## config.mk

```make
export PLATFORM = sky130hd
export DESIGN_NAME = quad_decoder_opc_flat
export DESIGN_NICKNAME = d
export VERILOG_FILES = /design/src/rtl/quad_decoder_opc_if.sv /design/src/rtl/quad_decoder_opc.sv /design/src/flat_wrapper.sv
export SDC_FILE = /design/constraint.sdc
export NUM_CORES = 1
export LEC_CHECK = 0
export BUFFER_PORTS_ARGS = -buffer_cell sky130_fd_sc_hd__buf_2
export CAP_MARGIN = 20
export CORE_AREA = 4 4 41 43
export DETAILED_ROUTE_END_ITERATION = 8
export DIE_AREA = 0 0 45 47
export PLACE_DENSITY = 0.67
export SYNTH_ARGS = -nofsm -noshare
export SYNTH_HDL_FRONTEND = slang
export SYNTH_SLANG_ARGS = --single-unit
export TNS_END_PERCENT = 10
```

## constraint.sdc

```tcl
create_clock -name CLK -period 3.4 [get_ports CLK]
set_input_delay 0.34 -clock CLK [delete_from_list [all_inputs] [get_ports CLK]]
set_output_delay 0.34 -clock CLK [all_outputs]
set_load 0.01 [all_outputs]
```

## src/rtl/quad_decoder_opc_if.sv

```systemverilog
// Pin-side bundle for the quadrature front end: raw encoder/button inputs in, OPC command stream out.
// OPC is a single-cycle strobe (non-zero for one CLK per event); there is no backpressure from the counter.
interface quad_decoder_opc_if;
    logic       A;
    logic       B;
    logic       BTN;
    logic [1:0] OPC;
    logic       DIR;
    logic       ERR;

    modport master (output A, output B, output BTN, input OPC, input DIR, input ERR);
    modport slave  (input A, input B, input BTN, output OPC, output DIR, output ERR);
endinterface

```

## src/rtl/quad_decoder_opc.sv

```systemverilog
// Quadrature encoder + clear button to OPC command decoder (0 hold, 1 inc, 2 dec, 3 clear).
// Optional debounce filter on every synchronized input is enabled with `define QUAD_DEBOUNCE_EN.
module quad_decoder_opc #(
    parameter bit X4              = 1'b1,
    parameter int DEBOUNCE_CYCLES = 16
) (
    input  logic                CLK,
    input  logic                RESET,
    quad_decoder_opc_if.slave   bus,
    output logic [1:0]          state_dbg
);

    typedef enum logic [1:0] {
        INIT0 = 2'd0,
        INIT1 = 2'd1,
        TRACK = 2'd2
    } state_t;

    if (DEBOUNCE_CYCLES < 1 || DEBOUNCE_CYCLES > 65535) begin : g_bad_debounce
        $error("DEBOUNCE_CYCLES out of range 1..65535");
    end

    state_t     state;
    state_t     state_nx;
    logic [2:0] sync1;      // {A, B, BTN} first stage
    logic [2:0] sync2;      // {A, B, BTN} second stage
    logic [1:0] prev;
    logic [1:0] prev_nx;
    logic       btn_prev;
    logic       btn_prev_nx;
    logic [1:0] opc_nx;
    logic       dir_nx;
    logic       err_nx;
    logic [1:0] cur;
    logic       btn_cur;
    logic       step_cw;
    logic       step_ccw;
    logic       step_bad;
    logic       btn_rise;

    always_ff @(posedge CLK or posedge RESET) begin
        if (RESET) begin
            sync1 <= 3'b000;
            sync2 <= 3'b000;
        end else begin
            sync1 <= {bus.A, bus.B, bus.BTN};
            sync2 <= sync1;
        end
    end

`ifdef QUAD_DEBOUNCE_EN
    localparam logic [15:0] DEB_LAST = 16'(DEBOUNCE_CYCLES - 1);

    logic [2:0]  filt;
    logic [15:0] deb_cnt [3];

    // During INIT the filters follow the first stage so they agree with PREV on entry to TRACK.
    always_ff @(posedge CLK or posedge RESET) begin
        if (RESET) begin
            filt <= 3'b000;
            for (int i = 0; i < 3; i++) begin
                deb_cnt[i] <= 16'd0;
            end
        end else begin
            for (int i = 0; i < 3; i++) begin
                if (state != TRACK) begin
                    filt[i]    <= sync1[i];
                    deb_cnt[i] <= 16'd0;
                end else if (sync2[i] == filt[i]) begin
                    deb_cnt[i] <= 16'd0;
                end else if (deb_cnt[i] == DEB_LAST) begin
                    filt[i]    <= sync2[i];
                    deb_cnt[i] <= 16'd0;
                end else begin
                    deb_cnt[i] <= deb_cnt[i] + 16'd1;
                end
            end
        end
    end

    assign cur     = filt[2:1];
    assign btn_cur = filt[0];
`else
    assign cur     = sync2[2:1];
    assign btn_cur = sync2[0];
`endif

    always_ff @(posedge CLK or posedge RESET) begin
        if (RESET) begin
            state    <= INIT0;
            prev     <= 2'b00;
            btn_prev <= 1'b0;
            bus.OPC  <= 2'd0;
            bus.DIR  <= 1'b0;
            bus.ERR  <= 1'b0;
        end else begin
            state    <= state_nx;
            prev     <= prev_nx;
            btn_prev <= btn_prev_nx;
            bus.OPC  <= opc_nx;
            bus.DIR  <= dir_nx;
            bus.ERR  <= err_nx;
        end
    end

    always_comb begin
        state_nx    = state;
        prev_nx     = prev;
        btn_prev_nx = btn_prev;
        opc_nx      = 2'd0;
        dir_nx      = bus.DIR;
        err_nx      = 1'b0;
        step_cw     = 1'b0;
        step_ccw    = 1'b0;
        step_bad    = 1'b0;
        btn_rise    = 1'b0;
        case (state)
            INIT0: begin
                state_nx = INIT1;
            end
            INIT1: begin
                // The second stage still holds its reset zeros here; the first stage is what
                // it will present next cycle, so loading it avoids a fake 00->11 jump.
                state_nx    = TRACK;
                prev_nx     = sync1[2:1];
                btn_prev_nx = sync1[0];
            end
            TRACK: begin
                prev_nx     = cur;
                btn_prev_nx = btn_cur;
                btn_rise    = btn_cur & ~btn_prev;
                step_bad    = ((cur ^ prev) == 2'b11);
                case ({prev, cur})
                    4'b0001, 4'b0111, 4'b1110, 4'b1000: step_cw  = 1'b1;
                    4'b0010, 4'b1011, 4'b1101, 4'b0100: step_ccw = 1'b1;
                    default: ;
                endcase
                if (step_cw) begin
                    dir_nx = 1'b1;
                end else if (step_ccw) begin
                    dir_nx = 1'b0;
                end
                err_nx = step_bad;
                if (btn_rise) begin
                    opc_nx = 2'd3;
                end else if (step_cw && (X4 || cur == 2'b00)) begin
                    opc_nx = 2'd1;
                end else if (step_ccw && (X4 || cur == 2'b00)) begin
                    opc_nx = 2'd2;
                end
            end
            default: begin
                state_nx = INIT0;
            end
        endcase
    end

    assign state_dbg = state;

endmodule

```

## src/flat_wrapper.sv

```systemverilog
// flat-port wrapper written by rule: the top's interface ports become plain ports
module quad_decoder_opc_flat 
#(
    parameter bit X4              = 1'b1,
    parameter int DEBOUNCE_CYCLES = 16
)
  (CLK, RESET, state_dbg, bus_A, bus_B, bus_BTN, bus_OPC, bus_DIR, bus_ERR);
  quad_decoder_opc_if bus_i ();
  input  logic CLK;
  input  logic RESET;
  output logic [1:0] state_dbg;
  input wire logic [$bits(bus_i.A)-1:0] bus_A;
  input wire logic [$bits(bus_i.B)-1:0] bus_B;
  input wire logic [$bits(bus_i.BTN)-1:0] bus_BTN;
  output wire logic [$bits(bus_i.OPC)-1:0] bus_OPC;
  output wire logic [$bits(bus_i.DIR)-1:0] bus_DIR;
  output wire logic [$bits(bus_i.ERR)-1:0] bus_ERR;
  assign bus_i.A = bus_A;
  assign bus_i.B = bus_B;
  assign bus_i.BTN = bus_BTN;
  assign bus_OPC = bus_i.OPC;
  assign bus_DIR = bus_i.DIR;
  assign bus_ERR = bus_i.ERR;
  quad_decoder_opc #(.X4(X4), .DEBOUNCE_CYCLES(DEBOUNCE_CYCLES)) u_core (.CLK(CLK), .RESET(RESET), .bus(bus_i), .state_dbg(state_dbg));
endmodule
```

==> run summary, run 1 <==
Run status - finished, final reports clean
CTS tree - yes
Clock buffer depth - 2
Highest Clock Rate - 716 MHz
I/O pin count - 11
Via density per instance - 4.84
Number of buffers created by CTS - 3
Area contributors post-synth - sky130_fd_sc_hd__dfrtp_1, sky130_fd_sc_hd__ha_1, sky130_fd_sc_hd__xnor2_1
Number of hold buffers added after cts - 0
Final slew viol count - 0
Die Footprint - 2120 µm²
Maximum fanout encountered on the critical timing path - 7
Tightest Pin Transition - 0.547 ns
Post-CTS repair timing setup buffer count - 0
Synthesis warning total - 0
Vias - 368
Clock sink count - 15
Die Width - 45 µm
Clock Root Buffer - sky130_fd_sc_hd__clkbuf_4
Slowest cell on the critical path - sky130_fd_sc_hd__dfrtp_1
Final clock skew - 0.00387 ns
Setup Viol. Count Final - 0
Estimated wirelength of the detail-placed design - 642 µm
Maximum resistive drop on vdd - 0.356 mV
Sequential area share after synthesis - 0.620
Std-Cell Core Area - 1300 µm²
Total negative slack for setup checks - 0 ns
Number of flip-flops and latches in the synthesized netlist - 15
Antenna diodes - 0
# DRC - 0
Cells along the critical path - inv_1 -> ha_1 -> inv_1 -> o21ai_0 -> a21oi_1
Total congestion overflow - 0
Min Clock Period, post-route - 1.40 ns
Power per Cell Area - 470 nW/µm²
Cell variety after synth - 16
Highest cell delay on the worst timing path - 0.41 ns
Fill cells - 128
Seq. cell area - 375 µm²
Number of flops mapped to enable cells by yosys - 0
Average footprint of a synthesized cell - 12.6 µm²
Drt total wl - 839 µm
Post-cts resize count - 0
Maximum number of pins on one net before global-route repair - 16
Cell with the most instances after synthesis - sky130_fd_sc_hd__dfrtp_1
Most used standard cells in the synthesized netlist - sky130_fd_sc_hd__dfrtp_1, sky130_fd_sc_hd__a21oi_1, sky130_fd_sc_hd__inv_1, sky130_fd_sc_hd__nor2_1, sky130_fd_sc_hd__xnor2_1
Detailed-router iteration count before antenna repair - 2
CP Capture Type - flip-flop
Worst max-slew margin expressed relative to the limit - 0.635
CP Data Arrival Time - 1.56 ns
Die Ht - 47 µm
Ratio of cells with drive above 1 in the final layout - 0.279
Synthesized netlist cell count - 48
Clock latency at the later pin of the worst-skew pair - 0.28 ns
Post-synth ARST share - 1.00
Portion of the clock cycle consumed by the worst path in the final layout - 0.411
Total standard cell area after synthesis - 606 µm²
Type of the setup path with the least slack - reg2reg
Library cell occupying the most area in the post-synthesis netlist - sky130_fd_sc_hd__dfrtp_1
Most common cell type on the critical path - sky130_fd_sc_hd__inv_1
Number of H-tree branching levels - 1
Placement Rows - 13
Number of antenna-violating nets in the routed design - 0
Hold Slack - 0.0856 ns
Syn-to-layout area delta - 15.5%
Initial DRC count - 5
Critical Path Source Type - flip-flop
Setup repair after global routing missed its margin - no
Total routing usage reported by global routing - 0.0998
Number of antenna violations at the first check in global routing - 0
Fraction of post-synthesis cell area in the top cell type by area - 0.620
Final estimated routing congestion in global placement - 0.711
Dominant synthesized flop cell - sky130_fd_sc_hd__dfrtp_1
Clock transition at the registers of the reported paths - 0.09 ns
Wirelength per Cell - 11.0 µm
Max-cap violations - 0
Starting density of the core - 0.465
Total area of multi-input combinational cells - 210 µm²
Number of port buffers - 10
Number of global-route vias before repair - 351
Final hold violation count - 0
First-pass GRT wire length - 1.46 mm
Worst min-delay path class - in2async
NumNets Final - 70
Leakage power total - 0.361 nW
Data required time of the worst path - 3.56 ns
Syn nets - 56
[layout by cell type (no fill, tap or decap)]
cell type	count
sky130_fd_sc_hd__o21a_1	1
sky130_fd_sc_hd__o21ai_0	1
sky130_fd_sc_hd__mux2i_1	3
sky130_fd_sc_hd__xor2_1	1
sky130_fd_sc_hd__dfrtp_1	15
sky130_fd_sc_hd__nor3_1	1
sky130_fd_sc_hd__xnor2_1	4
sky130_fd_sc_hd__a21oi_1	5
sky130_fd_sc_hd__inv_1	4
sky130_fd_sc_hd__clkbuf_4	3
sky130_fd_sc_hd__a21oi_2	1
sky130_fd_sc_hd__ha_1	3
sky130_fd_sc_hd__nand2b_1	1
sky130_fd_sc_hd__clkinvlp_4	1
sky130_fd_sc_hd__nor2_1	4
sky130_fd_sc_hd__nand2_1	1
sky130_fd_sc_hd__buf_2	10
sky130_fd_sc_hd__mux2_2	2
[worst max-delay path: cells and delay by family (launching register included)]
family	cells	cell delay, ns
compound gates	2	0.27
fa+ha+maj	1	0.35
buf+inv	2	0.24
flops	1	0.41
[cell families (layout without fill, tap and decap cells)]
kind of cell / after synthesis / count (layout) / synth area share
simple gates: 7 / 7 / 0.0496
compound gates: 8 / 8 / 0.0764
mux: 5 / 5 / 0.0868
buf+inv: 5 / 18 / 0.0330
fa+ha+maj: 3 / 3 / 0.0620
xor+xnor: 5 / 5 / 0.0723
flops: 15 / 15 / 0.620
[per-stage QoR]
| step | power (mW) | setup slack [ns] | utilization | instance area, µm² | instances |
|---|---|---|---|---|---|
| 2_1_floorplan | 0.221 | 2.14 | - | 606 | 48 |
| 3_3_place_gp | 0.233 | 2.08 | 0.514 | 669 | 72 |
| 3_5_place_dp | 0.233 | 2.00 | 0.514 | 669 | 72 |
| 4_1_cts | 0.336 | 1.98 | 0.538 | 699 | 76 |
| 5_1_grt | 0.349 | 1.83 | 0.538 | 699 | 76 |
| 6_report | 0.329 | 2.00 | 0.538 | 699 | 76 |
[flip-flops by register name, indices dropped and copies added, names as in the netlist]
signal and cells:
u_core.btn_prev 1, u_core.bus.DIR 1, u_core.bus.ERR 1, u_core.bus.OPC 2, u_core.prev 2, u_core.state_dbg 2, u_core.sync1 3, u_core.sync2 3
[report_power, final]
part           switching (mW)  internal, mW  total [mW]  leakage (nW)
sequential            0.00731         0.190       0.197         0.176
clock                  0.0553        0.0447       0.100        0.0139
combinational          0.0163        0.0151      0.0314         0.170
total                  0.0789         0.250       0.329         0.361
[cell type report]
type | count | share of cell area
multi-input cells | 28 | 0.301
clock inverters | 1 | 0.0107
clock buffers | 3 | 0.0322
inverters | 4 | 0.0215
repair buffers | 10 | 0.0716
well taps | 15 | 0.0268
flip-flops and latches | 15 | 0.537
[final timing paths]
path / slack (ns) / startpoint / depth (start not counted) / end
worst max register to register: 2.00 / u_core.state_dbg[0]$_DFFE_PP0N_ / 5 / u_core.bus.DIR$_DFFE_PP0P_
worst min-delay path: 0.09 / RESET / 2 / u_core.state_dbg[0]$_DFFE_PP0N_
min in group CLK: 0.16 / bus_BTN / 1 / u_core.sync1[0]$_DFF_PP0_
worst min register to register: 0.38 / u_core.sync1[0]$_DFF_PP0_ / 0 / u_core.sync2[0]$_DFF_PP0_
max in group asynchronous: 2.95 / RESET / 2 / u_core.bus.ERR$_DFF_PP0_
worst max-delay path: 2.00 / u_core.state_dbg[0]$_DFFE_PP0N_ / 5 / u_core.bus.DIR$_DFFE_PP0P_
[routing by layer]
metal,track usage,wire length [µm],up-vias
met2,0.153,390,12
met1,0.118,343,170
li1,-,-,184
met5,0,0,-
met4,0.0351,12,0
met3,0.0575,92,2
(Power assumes the default switching activity.)
==> run 2: changes to the inputs <==
- ABC_AREA: not set -> 1
- clock period: 3.4 -> 1.4 ns (I/O delays scaled with it)
==> run 2 against run 1 <==
  * Global-route usage up 1.4 points
  * Critical endpoint is now u_core.bus.ERR$_DFF_PP0_
  * Highest routed layer is now met3
  * Clock skew decreased by 0.0015 ns
  * Routed wire length rose by 20%
  * Synthesized cell count increased by 25%
  * Critical path type unchanged
  * Worst hold slack improved by 0.30 ns
  * Largest power group unchanged
  * Largest cell class unchanged
==> run summary, run 2 <==
Number of antenna-violating nets in the routed design - 0
Average footprint of a synthesized cell - 9.97 µm²
Syn nets - 68
Via density per instance - 4.51
CP Data Arrival Time - 1.47 ns
Clock transition at the registers of the reported paths - 0.09 ns
Maximum fanout encountered on the critical timing path - 9
Number of flops mapped to enable cells by yosys - 0
Clock sink count - 15
Ratio of cells with drive above 1 in the final layout - 0.205
Sequential area share after synthesis - 0.628
NumNets Final - 87
# DRC - 0
Worst max-slew margin expressed relative to the limit - 0.640
CP Capture Type - flip-flop
Category of cells accounting for the largest share of critical-path delay - flip-flops
Cell variety after synth - 11
Slowest cell on the critical path - sky130_fd_sc_hd__dfrtp_1
Synthesis warning total - 0
Leakage power total - 0.396 nW
Commonest cells after routing, fill and taps aside - sky130_fd_sc_hd__nand2_1, sky130_fd_sc_hd__dfrtp_1, sky130_fd_sc_hd__buf_2, sky130_fd_sc_hd__inv_1, sky130_fd_sc_hd__o21ai_0
Total congestion overflow - 0
I/O pin count - 11
Highest cell delay on the worst timing path - 0.40 ns
Area contributors post-synth - sky130_fd_sc_hd__dfrtp_1, sky130_fd_sc_hd__nand2_1, sky130_fd_sc_hd__ha_1
Setup repair after global routing missed its margin - no
Std-Cell Core Area - 1300 µm²
Library cell occupying the most area in the post-synthesis netlist - sky130_fd_sc_hd__dfrtp_1
Post-cts resize count - 0
Most common cell type on the critical path - sky130_fd_sc_hd__a21oi_2
Worst min-delay path class - reg2reg
Starting density of the core - 0.460
Final slew viol count - 0
Synthesized netlist cell count - 60
Top flop regs - u_core.sync1 x3, u_core.sync2 x3
Die Ht - 47 µm
Most used standard cells in the synthesized netlist - sky130_fd_sc_hd__dfrtp_1, sky130_fd_sc_hd__nand2_1, sky130_fd_sc_hd__inv_1, sky130_fd_sc_hd__o21ai_0, sky130_fd_sc_hd__nor2_1
Dominant synthesized flop cell - sky130_fd_sc_hd__dfrtp_1
Final estimated routing congestion in global placement - 0.694
Clock buffer depth - 2
Data required time of the worst path - 1.61 ns
Post-synth ARST share - 1.00
Min Clock Period, post-route - 1.26 ns
Total routing usage reported by global routing - 0.114
Total negative slack for setup checks - 0 ns
Number of global-route vias before repair - 393
Final hold violation count - 0
Final clock skew - 0.00238 ns
Die Width - 45 µm
First-pass GRT wire length - 1.67 mm
Estimated wirelength of the detail-placed design - 726 µm
Wirelength per Cell - 10.8 µm
Detailed-router iteration count before antenna repair - 4
Number of port buffers - 10
Number of hold buffers added after cts - 4
Run status - finished, final reports clean
Post-CTS repair timing setup buffer count - 0
Clock Root Buffer - sky130_fd_sc_hd__clkbuf_4
Portion of the clock cycle consumed by the worst path in the final layout - 0.900
Highest Clock Rate - 793 MHz
Drt total wl - 1.01 mm
Die Footprint - 2120 µm²
Maximum number of pins on one net before global-route repair - 16
Cells along the critical path - inv_1 -> ha_1 -> inv_2 -> a21oi_2 -> o21ai_1 -> a21oi_2
CTS tree - yes
Number of flip-flops and latches in the synthesized netlist - 15
Max-cap violations - 0
Total design power - 0.789 mW
Type of the setup path with the least slack - reg2reg
Initial DRC count - 8
Number of H-tree branching levels - 1
Number of buffers created by CTS - 3
Placement Rows - 13
Maximum resistive drop on vdd - 0.578 mV
Setup Viol. Count Final - 0
Syn-to-layout area delta - 22.6%
Total standard cell area after synthesis - 598 µm²
Fill cells - 125
Vias - 419
Critical Path Source Type - flip-flop
Clock latency at the later pin of the worst-skew pair - 0.28 ns
Antenna diodes - 0
Tightest Pin Transition - 0.539 ns
Power per Cell Area - 1080 nW/µm²
Number of antenna violations at the first check in global routing - 0
Fraction of post-synthesis cell area in the top cell type by area - 0.628
Crit path buf inv count - 2
run 2: cell type report:
cell class / count / area [µm²] / share of cell area
inverters: 10 / 37.5 / 0.0512
multi-input cells: 35 / 185 / 0.253
repair buffers: 14 / 90.1 / 0.123
clock buffers: 4 / 26.3 / 0.0358
flip-flops and latches: 15 / 375 / 0.512
well taps: 15 / 18.8 / 0.0256
run 2: per-layer routing:
| metal | vias up | part of all wire | track usage |
|---|---|---|---|
| met4 | 0 | 0 | 0.0702 |
| met1 | 187 | 0.49 | 0.140 |
| li1 | 224 | - | - |
| met3 | 0 | 0.046 | 0.0230 |
| met2 | 8 | 0.46 | 0.184 |
| met5 | - | 0 | 0 |
run 2: stage by stage:
| stage | hold WS (ns) | utilization | setup slack (ns) | instances | cell area (µm²) |
|---|---|---|---|---|---|
| after CTS | 0.385 | 0.563 | 0.134 | 93 | 733 |
| after detailed placement | 0.208 | 0.513 | 0.159 | 85 | 667 |
| after global placement | 0.213 | 0.513 | 0.220 | 85 | 667 |
| after floorplan | 0.0415 | - | 0.235 | 60 | 598 |
| after global routing | 0.398 | 0.563 | 0.00968 | 93 | 733 |
| final | 0.381 | 0.563 | 0.139 | 93 | 733 |
run 2: cell families (layout without fill, tap and decap cells):
family | Yosys count | count (layout) | share of synthesized area
AOI/OAI and AO/OA | 11 | 11 | 0.111
adders and majority gates | 3 | 3 | 0.0628
buffers and inverters | 10 | 28 | 0.0628
DFF | 15 | 15 | 0.628
and+or+nand+nor | 21 | 21 | 0.136
run 2: where the power goes:
part	leakage [nW]	switching [mW]	total [mW]	internal [mW]
Combinational	0.206	0.0409	0.0743	0.0333
Clock	0.0150	0.133	0.244	0.110
Sequential	0.175	0.0130	0.471	0.458
Total	0.396	0.187	0.789	0.602
run 2: path summary, 6_finish.rpt:
kind / cells after the start / slack, ns / end / start
setup / recovery: 6 / 0.14 / u_core.bus.ERR$_DFF_PP0_ / u_core.state_dbg[0]$_DFFE_PP0N_
hold / removal: 0 / 0.38 / u_core.sync2[1]$_DFF_PP0_ / u_core.sync1[1]$_DFF_PP0_
setup reg to reg: 6 / 0.14 / u_core.bus.ERR$_DFF_PP0_ / u_core.state_dbg[0]$_DFFE_PP0N_
hold reg to reg: 0 / 0.38 / u_core.sync2[1]$_DFF_PP0_ / u_core.sync1[1]$_DFF_PP0_
max in group asynchronous: 3 / 0.61 / u_core.bus.DIR$_DFFE_PP0P_ / RESET
min in group asynchronous: 3 / 0.44 / u_core.prev[1]$_DFFE_PP0P_ / RESET
